## config.mk

```make
export PLATFORM = sky130hd
export DESIGN_NAME = sb_issue_ctrl
export DESIGN_NICKNAME = d
export VERILOG_FILES = /design/src/rtl/sb_pkg.sv /design/src/rtl/sb_busy_table.sv /design/src/rtl/sb_issue_ctrl.sv
export SDC_FILE = /design/constraint.sdc
export NUM_CORES = 1
export LEC_CHECK = 0
export CORE_MARGIN = 4
export CORE_UTILIZATION = 55
export CTS_CLUSTER_SIZE = 25
export DETAILED_ROUTE_END_ITERATION = 8
export PLACE_DENSITY = 0.88
export SLEW_MARGIN = 30
export SYNTH_ARGS = -nofsm -noshare
export SYNTH_HDL_FRONTEND = slang
export SYNTH_HIERARCHICAL = 1
export SYNTH_SLANG_ARGS = --single-unit
```

## constraint.sdc

```tcl
create_clock -name clk -period 18.8 [get_ports clk]
set_input_delay 3.76 -clock clk [delete_from_list [all_inputs] [get_ports clk]]
set_output_delay 3.76 -clock clk [all_outputs]
set_load 0.02 [all_outputs]
```

## src/rtl/sb_pkg.sv

```systemverilog
// Scoreboard issue controller shared definitions.
// Record field offsets, FU codes and register namespace constants.
package sb_pkg;

  localparam int FU_W     = 3;
  localparam int RIDX_W   = 6;

  localparam int FU_LSB   = 89;
  localparam int REG1_LSB = 83;
  localparam int R1V      = 82;
  localparam int REG2_LSB = 75;
  localparam int R2V      = 74;
  localparam int REG3_LSB = 67;
  localparam int RFWE     = 66;

  localparam int FU_ALU0  = 0;
  localparam int FU_ALU1  = 1;
  localparam int FU_BRU   = 2;
  localparam int FU_LSU   = 3;
  localparam int FU_HILO  = 4;
  localparam int FU_ALU2  = 5;
  localparam int FU_ALU3  = 6;

  localparam int REG_HILO = 32;

  typedef struct packed {
    logic [FU_W-1:0]   fu;
    logic [RIDX_W-1:0] reg1;
    logic              r1_val;
    logic [RIDX_W-1:0] reg2;
    logic              r2_val;
    logic [RIDX_W-1:0] reg3;
    logic              rf_we;
  } sb_fields_t;

endpackage

```

## src/rtl/sb_busy_table.sv

```systemverilog
// Pending-destination bit vector for the scoreboard.
// One set port from issue, one clear port per FU writeback.
module sb_busy_table
  import sb_pkg::*;
#(
  parameter int NUM_FU = 7,
  parameter int REG_W  = 6
) (
  input  logic                    clk,
  input  logic                    reset,
  input  logic                    set_en,
  input  logic [REG_W-1:0]        set_reg,
  input  logic [NUM_FU-1:0]       clr_en,
  input  logic [NUM_FU*REG_W-1:0] clr_reg,
  input  logic [REG_W-1:0]        rd_reg1,
  input  logic [REG_W-1:0]        rd_reg2,
  input  logic [REG_W-1:0]        rd_reg3,
  output logic                    rd_busy1,
  output logic                    rd_busy2,
  output logic                    rd_busy3
);

  localparam int NREG = 1 << REG_W;

  logic [NREG-1:0] pend;
  logic [NREG-1:0] pend_nxt;

  // Set is applied after clears so it wins on a collision.
  always_comb begin
    pend_nxt = pend;
    for (int k = 0; k < NUM_FU; k++) begin
      if (clr_en[k]) begin
        pend_nxt[clr_reg[k*REG_W +: REG_W]] = 1'b0;
      end
    end
    if (set_en) begin
      pend_nxt[set_reg] = 1'b1;
    end
    pend_nxt[0] = 1'b0;
  end

  always_ff @(posedge clk or posedge reset) begin
    if (reset) begin
      pend <= '0;
    end else begin
      pend <= pend_nxt;
    end
  end

  assign rd_busy1 = pend[rd_reg1];
  assign rd_busy2 = pend[rd_reg2];
  assign rd_busy3 = pend[rd_reg3];

endmodule

```

## src/rtl/sb_issue_ctrl.sv

```systemverilog
// Scoreboard issue controller: one-entry holding register that
// dispatches to an FU once RAW, WAW and structural hazards clear.
module sb_issue_ctrl
  import sb_pkg::*;
#(
  parameter int NUM_FU  = 7,
  parameter int INFO_WD = 137,
  parameter int REG_W   = 6
) (
  input  logic                    clk,
  input  logic                    reset,
  input  logic                    in_valid,
  input  logic [INFO_WD-1:0]      in_info,
  output logic                    in_ready,
  input  logic                    flush,
  input  logic [NUM_FU-1:0]       fu_busy,
  output logic [NUM_FU-1:0]       issue_valid,
  output logic [INFO_WD-1:0]      issue_info,
  input  logic [NUM_FU-1:0]       wb_valid,
  input  logic [NUM_FU-1:0]       wb_we,
  input  logic [NUM_FU*REG_W-1:0] wb_reg,
  output logic [31:0]             stall_cnt
);

  logic               hold_valid;
  logic [INFO_WD-1:0] hold_info;
  logic [NUM_FU-1:0]  fu_pend;

  sb_fields_t f;
  logic       fu_ok;
  logic       fu_blk;
  logic       busy1;
  logic       busy2;
  logic       busy3;
  logic       haz;
  logic       go;
  logic       accept;

  assign f.fu     = hold_info[FU_LSB +: FU_W];
  assign f.reg1   = hold_info[REG1_LSB +: RIDX_W];
  assign f.r1_val = hold_info[R1V];
  assign f.reg2   = hold_info[REG2_LSB +: RIDX_W];
  assign f.r2_val = hold_info[R2V];
  assign f.reg3   = hold_info[REG3_LSB +: RIDX_W];
  assign f.rf_we  = hold_info[RFWE];

  sb_busy_table #(
    .NUM_FU (NUM_FU),
    .REG_W  (REG_W)
  ) u_busy (
    .clk      (clk),
    .reset    (reset),
    .set_en   (go & f.rf_we & (f.reg3 != '0)),
    .set_reg  (f.reg3),
    .clr_en   (wb_valid & wb_we),
    .clr_reg  (wb_reg),
    .rd_reg1  (f.reg1),
    .rd_reg2  (f.reg2),
    .rd_reg3  (f.reg3),
    .rd_busy1 (busy1),
    .rd_busy2 (busy2),
    .rd_busy3 (busy3)
  );

  // An out-of-range fu code is treated as permanently blocked.
  always_comb begin
    fu_ok  = 32'(f.fu) < NUM_FU;
    fu_blk = 1'b1;
    for (int k = 0; k < NUM_FU; k++) begin
      if (f.fu == FU_W'(k)) begin
        fu_blk = fu_busy[k] | fu_pend[k];
      end
    end
  end

  assign haz = (f.r1_val & busy1)
             | (f.r2_val & busy2)
             | (f.rf_we  & busy3);

  assign go = hold_valid & ~flush & fu_ok
            & ~fu_blk & ~haz;

  always_comb begin
    issue_valid = '0;
    for (int k = 0; k < NUM_FU; k++) begin
      issue_valid[k] = go & (f.fu == FU_W'(k));
    end
  end

  assign issue_info = hold_info;
  assign in_ready   = ~flush & (~hold_valid | go);
  assign accept     = in_valid & in_ready;

  always_ff @(posedge clk or posedge reset) begin
    if (reset) begin
      hold_valid <= 1'b0;
      hold_info  <= '0;
    end else begin
      if (flush) begin
        hold_valid <= 1'b0;
      end else if (accept) begin
        hold_valid <= 1'b1;
      end else if (go) begin
        hold_valid <= 1'b0;
      end
      if (accept) begin
        hold_info <= in_info;
      end
    end
  end

  always_ff @(posedge clk or posedge reset) begin
    if (reset) begin
      fu_pend <= '0;
    end else begin
      fu_pend <= (fu_pend & ~wb_valid) | issue_valid;
    end
  end

  always_ff @(posedge clk or posedge reset) begin
    if (reset) begin
      stall_cnt <= '0;
    end else if (hold_valid & ~go & ~flush
                 & (stall_cnt != 32'hFFFF_FFFF)) begin
      stall_cnt <= stall_cnt + 32'd1;
    end
  end

endmodule

```

==> reports/metrics.yaml, run 1 <==
logic_synthesis:
  synth.area.top_cells: "dfrtp_1 (39%), mux2_4 (13%), mux4_2 (6.5%)"
  avgSynthCellArea_um2: 10.65
  ys_warn_count: 6
  synth_top_flop_cell: "dfrtp_1"
  synth_top_cell_area_share_pct: 38.70
  yosysTopAreaCell: "dfrtp_1"
  synth_cell_types: 80
  ys_seq_area_share_pct: 38.70
  synth_edf_count: 0
  synth_nets: 1662
  async_flop_share_pct: 100.0
  syn_inst: 1457
  synthesis.area_um2: 15520
  ys_ff_latch: 240
route:
  routed_wl_mm: 77.07
  wire_per_inst_um: 35.23
  drt_iter0_markers: 3407
  first_pass_iters: 9
  via_per_inst: 7.497
  drc_errors: 16
  vias: 16400
  final_antenna_net_count: 0
placement:
  dp_hpwl_mm: 54.95
  portBuffers: 380
  preCtsSetupSlack_ns: 8.664
  gp_congestion: 1.177
min_path:
  hold_end: "fu_pend[6]"
  min_from: "fu_pend[6]"
  hp-class: "flop to flop"
  min_delay_path_depth: 1
floorplanning:
  start_util_pct: 55.85
  die_h_um: 176.0
  core-area_um2: 27780
  ioPinCount: 381
  die-width_um: 176.0
  placementRows: 61
  dieArea_um2: 30970
clock_network:
  cts_buffers: 27
  cts_resized: 0
  clock_latency_ns: 0.57
  max-clock-path-buffers: 3
  cts_htree_levels: 1
  post-cts-setup-buffers: 0
  cts_hold_buf: 0
  cts_root_buffer: "clkbuf_16"
  cts.sinks: 240
  cts_tree: "built"
  clk_pin_slew_ns: 0.06
power_and_ir_drop:
  powerDensity_nw_per_um2: 94.91
  irDropWorstVdd_uv: 81.91
  power_leakage_nw: 7.995
grt:
  grt_use_total_pct: 47.38
  grt_pass1_vias: 15850
  antenna_found_initial: 4
  grt_start_max_net_pins: 130
  grt_pass1_wl_mm: 109.5
  overflow: 0
layout:
  multiInputGateArea_um2: 8850
  final_common_cell: "clkdlybuf4s50_1"
  drive_gt1_share_pct: 15.93
  layout_common_cells: "clkdlybuf4s50_1 (380), dfrtp_1 (240), nand2_1 (167), mux2_4 (130), nor2_1 (84)"
  area_growth_pct: 32.00
  nFillCells: 1848
  nNetsFinal: 1992
  seq_area_um2: 6006
timing:
  clock_skew_ns: 0.02634
  max_freq_mhz: 96.76
  fin_crit_sh_pct: 54.97
  tightest_slew_ns: 1.124
  finalSetupViolations: 0
  hold_violations: 0
  fin_setup_tns_ns: 0
  period_needed_ns: 10.33
  slew_headroom_pct: 24.86
  slew_viol_final: 0
  rsz0062_at_grt: "no"
  worst_slack_ns: 8.466
critical_path:
  reg2reg_slack_ns: 13.06
  rr_worst_depth: 12
  end_kind: "output port"
  cp.required_ns: 15.04
  rr_startpoint: "issue_info[84]"
  crit_type: "input port to output port"
  cp_max_fo: 7
  start_kind: "input port"
  crit_arrival_ns: 6.57
  r2r-end: "u_busy/pend[4]"
outcome:
  failed_checks: "design-rule violations"
  outcome: "complete, but fails checks"
job:
  max_cap_viol_count: 0
==> layout make-up <==
type                            instances  area share (%)
Timing Repair Buffer                  402           19.57
Antenna cell                            2         0.02443
Clock inverter                         13           1.258
Sequential cell                       240           29.32
Multi-Input combinational cell       1091           43.20
Inverter                               25          0.4887
Tap cell                              378           2.309
Clock buffer                           37           3.824
==> synth_stat cells (4+ instances only) <==
cell type    n
a21o_1       6
a21oi_1     14
a221oi_1     9
a222oi_1     7
a22oi_1     69
a32oi_1      5
and2_1      15
and3_1      19
and3b_1     16
buf_12      10
buf_2       19
buf_4        5
buf_6        8
clkbuf_1    57
dfrtp_1    240
inv_1       24
mux2_2      11
mux2_4     130
mux2i_1     23
mux4_2      45
nand2_1    167
nand2b_1    19
nand3_1     73
nand3b_1    18
nand4_1     47
nand4b_1     6
nor2_1      85
nor2b_1     18
nor3_1      22
nor3b_1     22
nor4_1       6
nor4b_2      5
o2111ai_1   17
o211ai_1     6
o21ai_0     19
o221ai_1    14
o22ai_1     58
o311ai_0     6
o311ai_1     5
o32ai_1     21
or3_1        4
xnor2_1     25
xor2_1       6
==> layer usage <==
metal  share of wire [%]  track usage (%)  vias up
met2                  42            70.70     1825
met5                0.10           0.8013        -
li1                    -                -     6254
met1                  33            58.05     7777
met4                 8.8            27.84        6
met3                  15            19.29      541
==> power by group <==
group	switching, mW	total (mW)	leakage, nW	internal [mW]
sequential	0.102	0.693	3.04	0.591
clock	0.238	0.626	0.511	0.388
combinational	0.323	0.625	4.45	0.302
total	0.663	1.94	8.00	1.28
==> worst max-delay path by stage <==
stage / to / slack (ns) / from
global route: issue_valid[4] / 8.47 / flush
floorplan: issue_valid[4] / 9.82 / fu_busy[6]
detailed placement: issue_valid[4] / 8.66 / flush
finish: issue_valid[4] / 8.47 / flush
global placement: issue_valid[4] / 8.77 / flush
CTS: issue_valid[4] / 8.62 / flush
==> kinds of logic (layout without fill, tap and decap cells) <==
| group | after synthesis | count (layout) | share of synthesized area (%) |
|---|---|---|---|
| buffers and inverters | 126 | 477 | 4.830 |
| xor gates and xnor gates | 31 | 31 | 1.750 |
| other | 0 | 2 | 0 |
| AOI/OAI and AO/OA | 285 | 285 | 13.75 |
| muxes | 209 | 209 | 21.39 |
| DFF | 240 | 240 | 38.70 |
| and+or+nand+nor | 565 | 565 | 19.50 |
| adders and majority gates | 1 | 1 | 0.08062 |
==> state kept, by name (all words and copies together), names as in the netlist <==
name / count
hold_valid: 1
stall_cnt: 32
fu_pend: 7
issue_info: 137
u_busy/pend: 63
==> stage by stage <==
stage               util, %  hold WS [ns]  instance area [um^2]  cells  power (mW)
finish                73.73        0.4985                 20480   2188       1.944
global route          73.73        0.5094                 20480   2188       1.980
CTS                   73.51        0.4975                 20420   2185       1.921
detailed placement    69.77        0.4845                 19380   2135       1.288
global placement      69.59        0.4645                 19330   2135       1.262
floorplan                 -        0.4460                 15520   1457      0.9923
==> critical path: stages <==
cell	delay, ns
clkdlybuf4s50_1	0.49
nor2b_1	0.44
nand4_1	0.18
a21oi_2	0.30
o21a_1	0.36
nand2_1	0.21
nor3_1	0.19
clkdlybuf4s50_1	0.64
Power figures use the tool's default switching activity.
==> run 2, diff against run 1 <==
- CORE_UTILIZATION: 55 -> 46
- PLACE_DENSITY: 0.88 -> 0.78
- clock period: 18.8 -> 9.3 ns (I/O delays scaled with it)
==> run 2 against run 1 <==
The flow still finishes with violations (design-rule violations). Combinational power grew 97%. Die area up 19%. Via count shrank 1.9%. First-iteration DRC count shrank 18%. Clock power up 100%. Global-route usage fell by 4.1 points. Critical path depth is 4 higher. Sequential cell count did not move. Cell count is 3.5% higher. Largest power group unchanged. Register-to-register slack got worse by 9.3 ns. Power grew 100%.
==> reports/metrics.yaml, run 2 (synthesis gave the netlist of run 1 again) <==
floorplanning:
  placementRows: 66  # +8.2%
  dieArea_um2: 36740  # +19%
  die_h_um: 191.7  # +8.9%
  core-area_um2: 32870  # +18%
  start_util_pct: 47.21  # -8.6 points
  ioPinCount: 381  # unchanged
  die-width_um: 191.7  # +8.9%
clock_network:
  cts.sinks: 240  # unchanged
  clock_latency_ns: 0.57  # about the same
  cts_hold_buf: 0  # unchanged
  cts_htree_levels: 1  # unchanged
  max-clock-path-buffers: 3  # unchanged
  post-cts-setup-buffers: 0  # unchanged
  cts_resized: 0  # unchanged
  clk_pin_slew_ns: 0.07  # about the same
  cts_root_buffer: "clkbuf_16"
  cts_buffers: 27  # unchanged
  cts_tree: "built"
critical_path:
  worst_path_max_delay_cell: "dfrtp_1"
  crit_cells: 12  # +4
  start_kind: "flop"
  cp-startpoint: "issue_info[84]"
  max_stage_delay_ns: 0.93  # +0.29 ns
  cp_cell_sequence: "mux4_2, mux2i_1, mux2i_1, o211ai_1, o311ai_1, a22oi_1, nand4_1, a21oi_2, o21a_1, nand2_1, nor3_1, clkdlybuf4s50_1"
  rr_startpoint: "issue_info[84]"
  crit_type: "flop to output port"
  crit_top_cell: "mux2i_1"
  cp_top_family: "compound AO/OA/AOI/OAI gates"
  end_kind: "output port"
  cp_max_fo: 19  # +12
  cp.required_ns: 7.44  # -7.60 ns
  rr_worst_depth: 13  # +1
  crit_arrival_ns: 5.38  # -1.19 ns
  cp_num_buf_inv: 1  # -1
grt:
  grt_use_total_pct: 43.32  # -4.1 points
  grt_pass1_wl_mm: 116.0  # +5.9%
  grt_start_max_net_pins: 132  # +1.5%
  grt_pass1_vias: 16010  # +1.0%
  antenna_found_initial: 3  # -1
  overflow: 0  # unchanged
power_and_ir_drop:
  switching_share_pct: 34.29  # +0.20 points
  intPower_mw: 2.555  # +99%
  power_frac_seq_pct: 36.3  # +0.7 points
  irDropWorstVdd_uv: 143.5  # +75%
  power_frac_comb_pct: 31.7  # -0.4 points
  power_switching_mw: 1.333  # +100%
  clockPowerShare_pct: 32.0  # -0.2 points
  power_leakage_nw: 8.043  # +0.60%
  powerDensity_nw_per_um2: 188.4  # +99%
timing:
  clock_skew_ns: 0.01795  # -0.008394 ns
  fin_setup_tns_ns: 0  # unchanged
  slew_viol_final: 0  # unchanged
  whs_ns: 0.4995  # +0.001045 ns
  rsz0062_at_grt: "no"
  max_freq_mhz: 138.2
  hold_violations: 0  # unchanged
  tightest_slew_ns: 1.131  # +0.006760 ns
  fin_crit_sh_pct: 77.80
  slew_headroom_pct: 24.33  # -0.53 points
  period_needed_ns: 7.236
  finalSetupViolations: 0  # unchanged
layout:
  final_core_util_pct: 62.79  # -11 points
  drive_gt1_share_pct: 16.54  # +0.61 points
  area_growth_pct: 32.99
  nNetsFinal: 2004  # +0.60%
  nFillCells: 2637  # +43%
  layout_common_cells: "clkdlybuf4s50_1 (380), dfrtp_1 (240), nand2_1 (167), mux2_4 (130), nor2_1 (82)"
  largest_reg_flops: 137  # unchanged
  final_common_cell: "clkdlybuf4s50_1"
route:
  first_pass_iters: 9  # unchanged
  vias: 16100  # -1.9%
  drc_errors: 6  # -10
  wire_per_inst_um: 36.93  # +4.8%
  routed_wl_mm: 83.61  # +8.5%
  drt_iter0_markers: 2785  # -18%
  via_per_inst: 7.109  # -5.2%
  final_antenna_net_count: 0  # unchanged
min_path:
  min_delay_path_depth: 1  # unchanged
  hp-class: "flop to flop"
  min_from: "fu_pend[3]"
job:
  max_cap_viol_count: 0  # unchanged
placement:
  portBuffers: 380  # unchanged
  dp_hpwl_mm: 61.19  # +11%
  gp_congestion: 1.115  # -5.3%
outcome:
  failed_checks: "design-rule violations"
  outcome: "complete, but fails checks"
## run 2: cell count changes in the layout (fill, tap and decap cells not counted), moves of 2 or more
cell / previous run / this run
buf_4: 18 / 30
clkinv_4: 0 / 2
nor2_1: 84 / 82
nor2_2: 1 / 3
nor3b_1: 15 / 18
nor3b_2: 7 / 4
nor4bb_2: 0 / 2
## run 2: layer usage
| layer | routed length [um] | track usage (%) |
|---|---|---|
| met1 | 29010 | 53.58 |
| met5 | 23 | 0 |
| met2 | 35240 | 63.50 |
| met3 | 11850 | 15.74 |
| met4 | 7482 | 28.84 |
## run 2: cell type report
class                           count  area, um^2  area share (%)
Timing Repair Buffer              414        4108           19.90
Sequential cell                   240        6006           29.10
Tap cell                          442       553.0           2.680
Clock inverter                     15       252.7           1.225
Clock buffer                       35       765.7           3.710
Antenna cell                        2       5.005         0.02425
Multi-Input combinational cell   1091        8846           42.86
Inverter                           25       101.3          0.4911
## run 2: metrics by stage
step	cell area [um^2]	worst slack, ns	power, mW	std cells
after floorplan	15520	2.638	2.006	1457
after global placement	19520	3.014	2.562	2209
after detailed placement	19570	2.809	2.603	2210
after CTS	20590	2.157	3.862	2260
after global routing	20640	1.922	3.979	2264
final	20640	2.064	3.888	2264
## run 2: power by group through the flow
| stage | Sequential (mW) | Combinational (mW) | Clock, mW |
|---|---|---|---|
| floorplan | 1.48 | 0.523 | 0 |
| global placement | 1.39 | 1.17 | 0 |
| detailed placement | 1.41 | 1.19 | 0 |
| CTS | 1.40 | 1.21 | 1.25 |
| global route | 1.42 | 1.26 | 1.29 |
| finish | 1.41 | 1.23 | 1.25 |
## run 2: final timing paths
| path | end | slack [ns] |
|---|---|---|
| setup / recovery | issue_valid[4] | 2.06 |
| hold / removal | fu_pend[3] | 0.50 |
| setup reg to reg | issue_info[131] | 3.72 |
| hold reg to reg | fu_pend[3] | 0.50 |
| max in group asynchronous | issue_info[4] | 6.03 |
| min in group asynchronous | u_busy/pend[46] | 1.87 |
